**config.mk**
```make
export PLATFORM = sky130hd
export DESIGN_NAME = ififo
export DESIGN_NICKNAME = d
export VERILOG_FILES = /design/src/rtl/ififo.sv
export SDC_FILE = /design/constraint.sdc
export NUM_CORES = 1
export LEC_CHECK = 0
export BUFFER_PORTS_ARGS = -buffer_cell sky130_fd_sc_hd__buf_2
export CORE_MARGIN = 5
export CORE_UTILIZATION = 45
export CTS_CLUSTER_DIAMETER = 200
export DETAILED_ROUTE_END_ITERATION = 8
export PLACE_DENSITY = 0.71
export SLEW_MARGIN = 20
export SYNTH_ARGS = -nofsm -noshare
export SYNTH_HDL_FRONTEND = slang
export SYNTH_SLANG_ARGS = --single-unit
```
**constraint.sdc**
```tcl
create_clock -name clk -period 6.12 [get_ports clk]
set_clock_uncertainty 0.05 [all_clocks]
set_input_delay 0.306 -clock clk [delete_from_list [all_inputs] [get_ports clk]]
set_output_delay 0.306 -clock clk [all_outputs]
set_load 0.05 [all_outputs]
```
**src/rtl/ififo.sv**
```systemverilog
// ----------------------------------------------------------------------------
// ififo : instruction FIFO between fetch and decode
//
// Buffers instruction words pushed by fetch and presents the oldest word
// show-ahead to the decoder. Flushes on a taken jump so that no stale words
// that follow the jump reach decode.
//
// Parameters
//   WIDTH        word width ({5-bit op, 3-bit field, 16-bit payload})
//   DEPTH        number of entries (power of two, >= 2)
//   AFULL_LEVEL  ififo_almost_full asserts when count >= this value
//
// Ports
//   clk                in   single clock, rising edge
//   reset              in   synchronous, active-high reset
//   ififo_shift        in   push request from fetch
//   ififo_di           in   word to push
//   ififo_flush        in   discard all contents (jump enable)
//   ififo_pop          in   decoder consumed the head word
//   ififo_do           out  head word, valid when ififo_valid = 1
//   ififo_valid        out  FIFO non-empty
//   ififo_full         out  count == DEPTH
//   ififo_almost_full  out  count >= AFULL_LEVEL (fetch stalls on this)
//   ififo_count        out  number of stored words
//   ififo_overflow     out  sticky: a push was dropped while full
// ----------------------------------------------------------------------------
module ififo #(
  parameter int WIDTH       = 24,
  parameter int DEPTH       = 8,
  parameter int AFULL_LEVEL = 6
) (
  input  logic                       clk,
  input  logic                       reset,
  input  logic                       ififo_shift,
  input  logic [WIDTH-1:0]           ififo_di,
  input  logic                       ififo_flush,
  input  logic                       ififo_pop,
  output logic [WIDTH-1:0]           ififo_do,
  output logic                       ififo_valid,
  output logic                       ififo_full,
  output logic                       ififo_almost_full,
  output logic [$clog2(DEPTH):0]     ififo_count,
  output logic                       ififo_overflow
);

  localparam int AW = $clog2(DEPTH);
  localparam int CW = AW + 1;

  logic [WIDTH-1:0] r_mem [DEPTH];
  logic [AW-1:0]    r_wp;
  logic [AW-1:0]    r_rp;
  logic [CW-1:0]    r_count;
  logic             r_overflow;

  logic             w_empty;
  logic             w_full;
  logic             w_pop;
  logic             w_push;
  logic             w_drop;
  logic [CW-1:0]    w_count_nxt;

  // Flags are decoded from the registered count only.
  assign w_empty = (r_count == '0);
  assign w_full  = (r_count == CW'(DEPTH));

  // A pop on an empty FIFO is ignored (no fall-through). A push into a full
  // FIFO is accepted only when a pop frees the head slot in the same cycle;
  // then wp == rp, and the head is read out before the edge overwrites it.
  assign w_pop   = ififo_pop && !w_empty;
  assign w_push  = ififo_shift && (!w_full || w_pop);
  assign w_drop  = ififo_shift && w_full && !w_pop;

  always_comb begin
    w_count_nxt = r_count;
    if (w_push && !w_pop) begin
      w_count_nxt = r_count + CW'(1);
    end else if (w_pop && !w_push) begin
      w_count_nxt = r_count - CW'(1);
    end
  end

  // ---- storage write (data, not reset) ----
  always_ff @(posedge clk) begin
    if (!reset && !ififo_flush && w_push) begin
      r_mem[r_wp] <= ififo_di;
    end
  end

  // ---- control state: pointers, count, sticky overflow ----
  // Reset outranks flush, flush outranks push/pop. A push discarded by a
  // flush is not an overflow.
  always_ff @(posedge clk) begin
    if (reset) begin
      r_wp       <= '0;
      r_rp       <= '0;
      r_count    <= '0;
      r_overflow <= 1'b0;
    end else if (ififo_flush) begin
      r_wp       <= '0;
      r_rp       <= '0;
      r_count    <= '0;
    end else begin
      if (w_push) begin
        r_wp <= r_wp + AW'(1);
      end
      if (w_pop) begin
        r_rp <= r_rp + AW'(1);
      end
      r_count <= w_count_nxt;
      if (w_drop) begin
        r_overflow <= 1'b1;
      end
    end
  end

  // ---- outputs, all from registered state ----
  // Storage is not cleared by reset, so the head is forced to zero while
  // empty; this gives ififo_do = 0 after reset.
  assign ififo_do          = w_empty ? '0 : r_mem[r_rp];
  assign ififo_valid       = !w_empty;
  assign ififo_full        = w_full;
  assign ififo_almost_full = (r_count >= CW'(AFULL_LEVEL));
  assign ififo_count       = r_count;
  assign ififo_overflow    = r_overflow;

endmodule
```
Word level (Yosys, flattened, before mapping)
Memories as Yosys holds them, arrays and structs flattened. A register that Yosys moved wholly into a read port is not among the register bits.
Cells that the tools add are included.
{ "word_totals": {"reg_bits": 11, "mem_bits_rw": 192, "out_inout_bits": 32, "n_memories": 1} }
{ "op_classes": {"addsub": 4, "order_cmp": 1, "eq_ne": 1, "n_mux": 7, "bitwise": 1, "n_reduce_logical": 19} }
{ "mem_list": {"columns": ["name", "words", "width", "rd", "rd_ports_with_merged_regs", "write_ports", "line_no", "text"], "rows": [
  ["r_mem", 8, 24, 1, 1, 1, "49", "logic [WIDTH-1:0] r_mem [DEPTH];"]
]} }
{ "ops": {"columns": ["operator", "count"], "rows": [
  ["2-to-1 mux 24 bit", 1],
  ["logical AND 1 bit", 8],
  ["2-to-1 mux 4 bit", 2],
  ["adder 3 x 1 -> 3 bit (second input constant)", 2],
  ["logical NOT 1 bit", 6],
  ["2-to-1 mux 3 bit", 2],
  ["adder 4 x 1 -> 4 bit (second input constant)", 1],
  ["== test 4 bit (second input constant)", 1],
  [">= comparator 4 x 3 -> 1 bit (second input constant)", 1],
  ["logical NOT 4 bit", 1],
  ["subtractor 4 x 1 -> 4 bit (second input constant)", 1],
  ["2-to-1 mux 1 bit", 2],
  ["AND reduction 2 bit", 1],
  ["nonzero test 2 bit", 1],
  ["OR reduction 2 bit", 1],
  ["logical OR 1 bit", 1],
  ["NOT 1 bit", 1]
]} }

Longest topological paths before layout
Gate-level depths: netlist of run 1.
{ "logic_depth": {"word_depth": 9, "depth_mapped": 10, "ltp_nobuf": 10} }

Worst setup path before layout of run 1
No wires, ideal clock.
{ "synth_timing": {"path_kind": "reg2reg", "start": "register r_count[0], in the netlist ififo_count[0]", "end": "memory r_mem[1][0], enable pin", "setup_ns": 0.466, "arrival_time_ns": 3.513, "required_time_ns": 5.604, "slack_ns": 2.091, "stages_incl_launch_ff": 4, "synth_period_minus_slack_ns": 4.029, "cell_sequence": "dfxtp_1 or4b_4 o21ai_4 nor4_1"} }
{ "synth_via": {"elab_chain_cells": 8, "word_cells_on_any_way": 10, "classes_between": "1 x eq/ne; 2 x mux; 7 x reduce/logical"} }
{ "synth_lines": {"columns": ["item", "line_no", "text"], "rows": [
  ["from (decl)", "52", "logic [CW-1:0] r_count;"],
  ["from (signal assigned)", "109", "r_count <= w_count_nxt;"],
  ["logical NOT 4 bit", "63", "assign w_empty = (r_count == '0);"],
  ["logical NOT 1 bit", "69", "assign w_pop = ififo_pop && !w_empty;"],
  ["logical AND 1 bit", "69", null],
  ["logical OR 1 bit (*)", "70", "assign w_push = ififo_shift && (!w_full || w_pop);"],
  ["logical AND 1 bit (*)", "70", null],
  ["logical AND 1 bit (*)", "84", "if (!reset && !ififo_flush && w_push) begin"],
  ["2-to-1 mux 1 bit (*)", "84", null],
  ["2-to-1 mux 1 bit (implied by the code) (*)", "85", "r_mem[r_wp] <= ififo_di;"],
  ["to (decl)", "49", null]
]} }
Every way passes the cells marked *; elsewhere a longest branch is shown, timed or not.

==> results of run 1 <==
synth_stat cells:
library cell / count
buf_6: 2
buf_4: 1
o21ai_4: 1
inv_2: 1
nor3_1: 1
a31o_1: 1
a211oi_1: 1
nand3_1: 4
xor2_1: 4
fa_1: 1
clkbuf_1: 7
nor4_2: 1
or4_1: 1
nand2_1: 6
nand2b_1: 2
buf_1: 1
or2_1: 1
inv_1: 3
nor4_1: 3
mux2i_1: 25
buf_2: 7
a211o_1: 1
or4b_4: 1
dfxtp_1: 14
ha_1: 5
xnor2_2: 1
o211ai_1: 1
mux4_2: 48
edfxtp_1: 192
a21oi_1: 4
nor4b_1: 1
inv_4: 1
nand2_2: 1
nand3_2: 1
nor2_1: 42
xnor2_1: 1
cell type report:
| cell class | instances | area (um^2) | share of cell area |
|---|---|---|---|
| clock buffers | 25 | 541 | 0.0584 |
| multi-input cells | 159 | 1890 | 0.204 |
| clock inverters | 12 | 91.3 | 0.00986 |
| inverters | 5 | 21.3 | 0.00230 |
| flip-flops and latches | 206 | 6050 | 0.654 |
| repair buffers | 71 | 385 | 0.0416 |
| well taps | 225 | 282 | 0.0304 |
path summary, 6_finish.rpt:
kind / depth (start not counted) / endpoint
hold / removal: 1 / r_mem[2][11]
hold reg to reg: 2 / ififo_overflow
setup reg to reg: 10 / ififo_count[3]
setup / recovery: 4 / ififo_do[0]
power groups by stage:
stage	Combinational (mW)	Clock [mW]	Sequential, mW
2_1_floorplan	0.268	0	1.60
3_3_place_gp	0.363	0	1.61
3_5_place_dp	0.370	0	1.61
4_1_cts	0.372	1.19	1.58
5_1_grt	0.391	1.24	1.58
6_report	0.367	1.17	1.58
through the flow:
stage               hold WS [ps]   util  instances  area [um^2]  power, mW
finish                      37.3  0.533        703         9260       3.11
global route                40.2  0.533        703         9260       3.22
CTS                         24.7  0.533        703         9260       3.14
floorplan                    328      -        388         8010       1.87
global placement             414  0.496        665         8620       1.97
detailed placement           409  0.496        665         8620       1.98
cells by family after synthesis:
logic type,after synthesis,share of synthesized area
buffers and inverters,23,0.0145
AOI/OAI and AO/OA,9,0.00860
xor gates and xnor gates,6,0.00750
and+or+nand+nor,65,0.0377
adders and majority gates,6,0.0103
muxes,73,0.166
DFF,206,0.755
per-layer routing:
| metal | vias to the layer above | GRT usage | part of all wire |
|---|---|---|---|
| li1 | 1726 | - | - |
| met4 | 0 | 0.0387 | 0.016 |
| met1 | 1975 | 0.200 | 0.41 |
| met5 | - | 0 | 0 |
| met3 | 19 | 0.0293 | 0.060 |
| met2 | 95 | 0.261 | 0.51 |
registers in the layout (all words and copies together), names as in the netlist, named ones only:
name,flops
ififo_count,4
ififo_overflow,1
r_mem,192
r_rp,3
r_wp,3
critical path, delay by kind of cell, from the launching register on:
family	cells	cell delay (ps)
DFF	1	1000
muxes	2	850
buffers and inverters	1	220
and+or+nand+nor	1	70
placed cells by master, fill, tap and decap left out, types with 2 or more instances in the layout:
cell type,synthesis,final
edfxtp_1,192,192
buf_2,7,60
mux4_2,48,48
nor2_1,42,38
mux2i_1,25,25
clkbuf_16,0,21
dfxtp_1,14,11
buf_4,1,10
nand2_1,6,6
clkinv_2,0,6
ha_1,5,5
nor2_2,0,4
a21oi_1,4,4
nand3_1,4,4
xor2_1,4,4
clkbuf_1,7,4
nor4_2,1,3
inv_1,3,3
nand2b_1,2,2
dfxtp_2,0,2
clkinv_1,0,2
clkinvlp_4,0,2
==> results.sh, run 1 <==
export IMPL_antenna_found_initial=0
export IMPL_fp_dieW_um=143
export IMPL_switching_share=0.250
export IMPL_cpMaxStageDelayCell="dfxtp_4"
export IMPL_critPathArrivalTime_ps=2650
export IMPL_h_tree_depth=1
export IMPL_synth_seq_area_share=0.755
export IMPL_drtAntennaViolNets=0
export IMPL_p_comb_frac=0.118
export IMPL_cts_tree="yes"
export IMPL_hold_path_startpoint="ififo_di[11]"
export IMPL_drc=0
export IMPL_cp_end_kind="primary output"
export IMPL_status="complete, no violations"
export IMPL_preCtsSetupSlack_ps=3280
export IMPL_cts_resized=0
export IMPL_fp_dieH_um=143
export IMPL_antenna_cells=0
export IMPL_synth_top_cell_area_share=0.720
export IMPL_synth_cells=388
export IMPL_synthTopCellsByArea="edfxtp_1 72%, mux4_2 14%, dfxtp_1 3.5%"
export IMPL_avgSynthCellArea_um2=20.6
export IMPL_drive_gt1_frac=0.351
export IMPL_r2r_start="ififo_count[0]"
export IMPL_synth_cell_types=36
export IMPL_finalCritPeriodShare=0.490
export IMPL_viasPerCell=5.43
export IMPL_clk_latency_ps=480
export IMPL_wl_per_cell_um=21.3
export IMPL_fillers=1331
export IMPL_drt_pass1_iterations=4
export IMPL_rsz0062_at_grt="no"
export IMPL_hold_viol=0
export IMPL_cts_root_buf="clkbuf_16"
export IMPL_core_area_um2=17400
export IMPL_yosysTopAreaCell="edfxtp_1"
export IMPL_ys_seq_elements=206
export IMPL_drv_cap=0
export IMPL_hold_buffers=1
export IMPL_critPathKind="flop to primary output"
export IMPL_worst_ep_required_time_ps=5760
export IMPL_layout_min_cycle_time_ps=3000
export IMPL_nets=499
export IMPL_die_area_um2=20600
export IMPL_r2r_slack_ps=3140
export IMPL_syn_nets=423
export IMPL_grt_use_total=0.151
export IMPL_p_sw_mw=0.778
export IMPL_finalSetupViolCount=0
export IMPL_path_clk_slew_ps=60
export IMPL_row_count=48
export IMPL_overflow=0
export IMPL_tightest_slew_ps=972
export IMPL_irDropWorstVdd_mv=0.189
export IMPL_grt_pass1_wl_mm=23.7
export IMPL_cts_setup_buffers=0
export IMPL_p_int_mw=2.33
export IMPL_dp_hpwl_mm=8.28
export IMPL_critPathMaxFanout=48
export IMPL_grt_max_degree=49
export IMPL_yosys_warnings=0
export IMPL_max_stage_delay_ps=1000
export IMPL_ios=61
export IMPL_drtIter0Drc=189
export IMPL_crit_chain="mux4_2 -> mux2i_1 -> nor2_1 -> buf_2"
export IMPL_hold_class="input port to flop"
export IMPL_grt_pass1_vias=4139
export IMPL_leakage_nw=3.00
export IMPL_clock_sinks=206
export IMPL_portBuffers=60
export IMPL_seq_power_share=0.507
export IMPL_setup_tns_ps=0
export IMPL_report_final_slew_viol_count=0
export IMPL_syn_area_um2=8010
export IMPL_setup_ws_ps=3120
export IMPL_numCtsBuffers=21
export IMPL_syn2layout_area_growth_pct=15.6
export IMPL_p_clk_frac=0.375
export IMPL_startpoint_type="flop"
export IMPL_fmax_mhz=333
export IMPL_num_vias=3815
export IMPL_start_util=0.461
export IMPL_postRouteWirelength_mm=14.9
export IMPL_power_density_nw_per_um2=336
export IMPL_gp_congestion=0.837
export IMPL_maxSlewHeadroom=0.352
export IMPL_cts_max_path_buffers=3
Power figures use the tool's default switching activity.
==> run 2: changes to the inputs <==
==> constraint.sdc (replaced) <==
create_clock -name clk -period 2.8 [get_ports clk]
set_clock_uncertainty 0.05 [all_clocks]
set_input_delay 0.14 -clock clk [delete_from_list [all_inputs] [get_ports clk]]
set_output_delay 0.14 -clock clk [all_outputs]
set_load 0.05 [all_outputs]
==> results.sh, run 2 (synthesis results as in run 1) <==
export IMPL_critical_path_buf_inv_count=2
export IMPL_p_clk_frac=0.429
export IMPL_final_cell_mix="192 x edfxtp_1, 60 x buf_2, 48 x mux4_2, 38 x nor2_1, 28 x dlygate4sd3_1"
export IMPL_drt_pass1_iterations=6
export IMPL_path_delay_family="compound AO/OA/AOI/OAI gates"
export IMPL_ios=61
export IMPL_power_density_nw_per_um2=764
export IMPL_preCtsSetupSlack_ps=94.7
export IMPL_critPathKind="flop to flop"
export IMPL_reg2reg_to="ififo_count[3]"
export IMPL_drive_gt1_frac=0.365
export IMPL_startpoint_type="flop"
export IMPL_r2r_slack_ps=160
export IMPL_wl_met2_mm=8.07
export IMPL_viasPerCell=5.29
export IMPL_num_vias=3914
export IMPL_hold_class="input port to flop"
export IMPL_mostFrequentLayoutCell="edfxtp_1"
export IMPL_cts_root_buf="clkbuf_16"
export IMPL_worst_ep_required_time_ps=3190
export IMPL_layout_min_cycle_time_ps=2640
export IMPL_grt_pass1_vias=4304
export IMPL_core_area_um2=17400
export IMPL_finalCritPeriodShare=0.943
export IMPL_maxSlewHeadroom=0.433
export IMPL_rsz0062_at_grt="no"
export IMPL_crit_chain="or4b_4 -> o21ai_4 -> inv_4 -> ha_1 -> inv_2 -> ha_2 -> a21oi_2 -> nand3_1 -> a211oi_1 -> a31o_1"
export IMPL_antenna_found_initial=0
export IMPL_cts_max_path_buffers=3
export IMPL_grt_pass1_wl_mm=24.6
export IMPL_drt_met1_wl_mm=6.46
export IMPL_critPathArrivalTime_ps=3030
export IMPL_r2r_start="ififo_count[0]"
export IMPL_switching_share=0.243
export IMPL_critPathMaxFanout=6
export IMPL_seq_power_share=0.455
export IMPL_tightest_slew_ps=844
export IMPL_cp_end_kind="flop"
export IMPL_cpMaxStageDelayCell="or4b_4"
export IMPL_overflow=0
export IMPL_status="complete, no violations"
export IMPL_cts_setup_buffers=0
export IMPL_fmax_mhz=379
export IMPL_drtAntennaViolNets=0
export IMPL_grt_max_degree=32
export IMPL_route_met3_wl_um=707
export IMPL_drv_cap=0
export IMPL_regMostFlops="r_mem"
export IMPL_syn2layout_area_growth_pct=23.1
export IMPL_report_final_slew_viol_count=0
export IMPL_dp_hpwl_mm=9.37
export IMPL_irDropWorstVdd_mv=0.577
export IMPL_fillers=1268
export IMPL_h_tree_depth=1
export IMPL_finalSetupViolCount=0
export IMPL_hold_worst_slack_ps=286
export IMPL_seqCellArea_um2=6060
export IMPL_hold_viol=0
export IMPL_antenna_cells=0
export IMPL_portBuffers=60
export IMPL_start_util=0.461
export IMPL_cts_tree="yes"
export IMPL_hold_path_startpoint="ififo_flush"
export IMPL_die_area_um2=20600
export IMPL_p_int_mw=5.70
export IMPL_top_layer="met4"
export IMPL_gp_congestion=0.800
export IMPL_hold_end="r_mem[5][1]"
export IMPL_fp_dieH_um=143
export IMPL_hold_depth=4
export IMPL_largest_reg_flops=192
export IMPL_numCtsBuffers=22
export IMPL_drtIter0Drc=331
export IMPL_clock_sinks=206
export IMPL_row_count=48
export IMPL_clk_latency_ps=500
export IMPL_p_sw_mw=1.83
export IMPL_p_comb_frac=0.116
export IMPL_reg2regPathDepth=10
export IMPL_postRouteWirelength_mm=15.5
export IMPL_multi_input_area_um2=1930
export IMPL_path_clk_slew_ps=60
export IMPL_nets=534
export IMPL_wl_per_cell_um=21.0
export IMPL_max_stage_delay_ps=590
export IMPL_grt_use_total=0.157
export IMPL_leakage_nw=3.25
export IMPL_drc=0
export IMPL_setup_ws_ps=160
export IMPL_fp_dieW_um=143
-- run 2: worst min-delay path, stage by stage --
cell,delay [ps]
buf_2,120
nor2_1,60
nand3_2,140
nor2_2,180
-- run 2: repair_timing --
item / 4_1_cts / 5_1_grt
resized for setup: 0 / 3
endpoints found under the hold margin: 196 / 0
hold buffers: 28 / 0
endpoints found under the setup margin: 0 / 1
-- run 2: worst max path at each step --
stage	to	depth (start not counted)	startpoint
4_1_cts	ififo_count[3]	10	ififo_count[0]
3_3_place_gp	ififo_count[3]	10	ififo_count[0]
3_5_place_dp	ififo_count[3]	10	ififo_count[0]
6_report	ififo_count[3]	10	ififo_count[0]
2_1_floorplan	r_mem[1][0]	3	ififo_count[2]
5_1_grt	ififo_do[6]	5	flop
-- run 2: per-stage QoR --
step	cells	TNS [ps]	total power, mW	utilization	instance area [um^2]
after floorplan	388	-15520	4.09	-	8040
after global placement	672	0	4.32	0.504	8740
after detailed placement	672	0	4.34	0.504	8740
after CTS	740	0	7.61	0.568	9850
after global routing	740	0	7.80	0.568	9860
final	740	0	7.53	0.568	9860
-- run 2: area by class of cell --
class | instances | area share
Clock buffer | 24 | 0.0576
Timing Repair Buffer | 105 | 0.0756
Inverter | 5 | 0.00216
Sequential cell | 206 | 0.614
Clock inverter | 16 | 0.0265
Multi-Input combinational cell | 159 | 0.195
Tap cell | 225 | 0.0286
-- run 2: power by group through the flow --
| stage | sequential [mW] | clock (mW) | combinational, mW |
|---|---|---|---|
| 4_1_cts | 3.43 | 3.30 | 0.884 |
| 2_1_floorplan | 3.50 | 0 | 0.591 |
| 3_5_place_dp | 3.49 | 0 | 0.851 |
| 5_1_grt | 3.43 | 3.43 | 0.933 |
| 6_report | 3.43 | 3.23 | 0.872 |
| 3_3_place_gp | 3.49 | 0 | 0.834 |
-- run 2: per-layer routing --
metal / vias up / global-route usage
met3: 25 / 0.0226
met1: 1992 / 0.208
met4: 0 / 0.0451
li1: 1806 / -
met2: 91 / 0.274
met5: - / 0
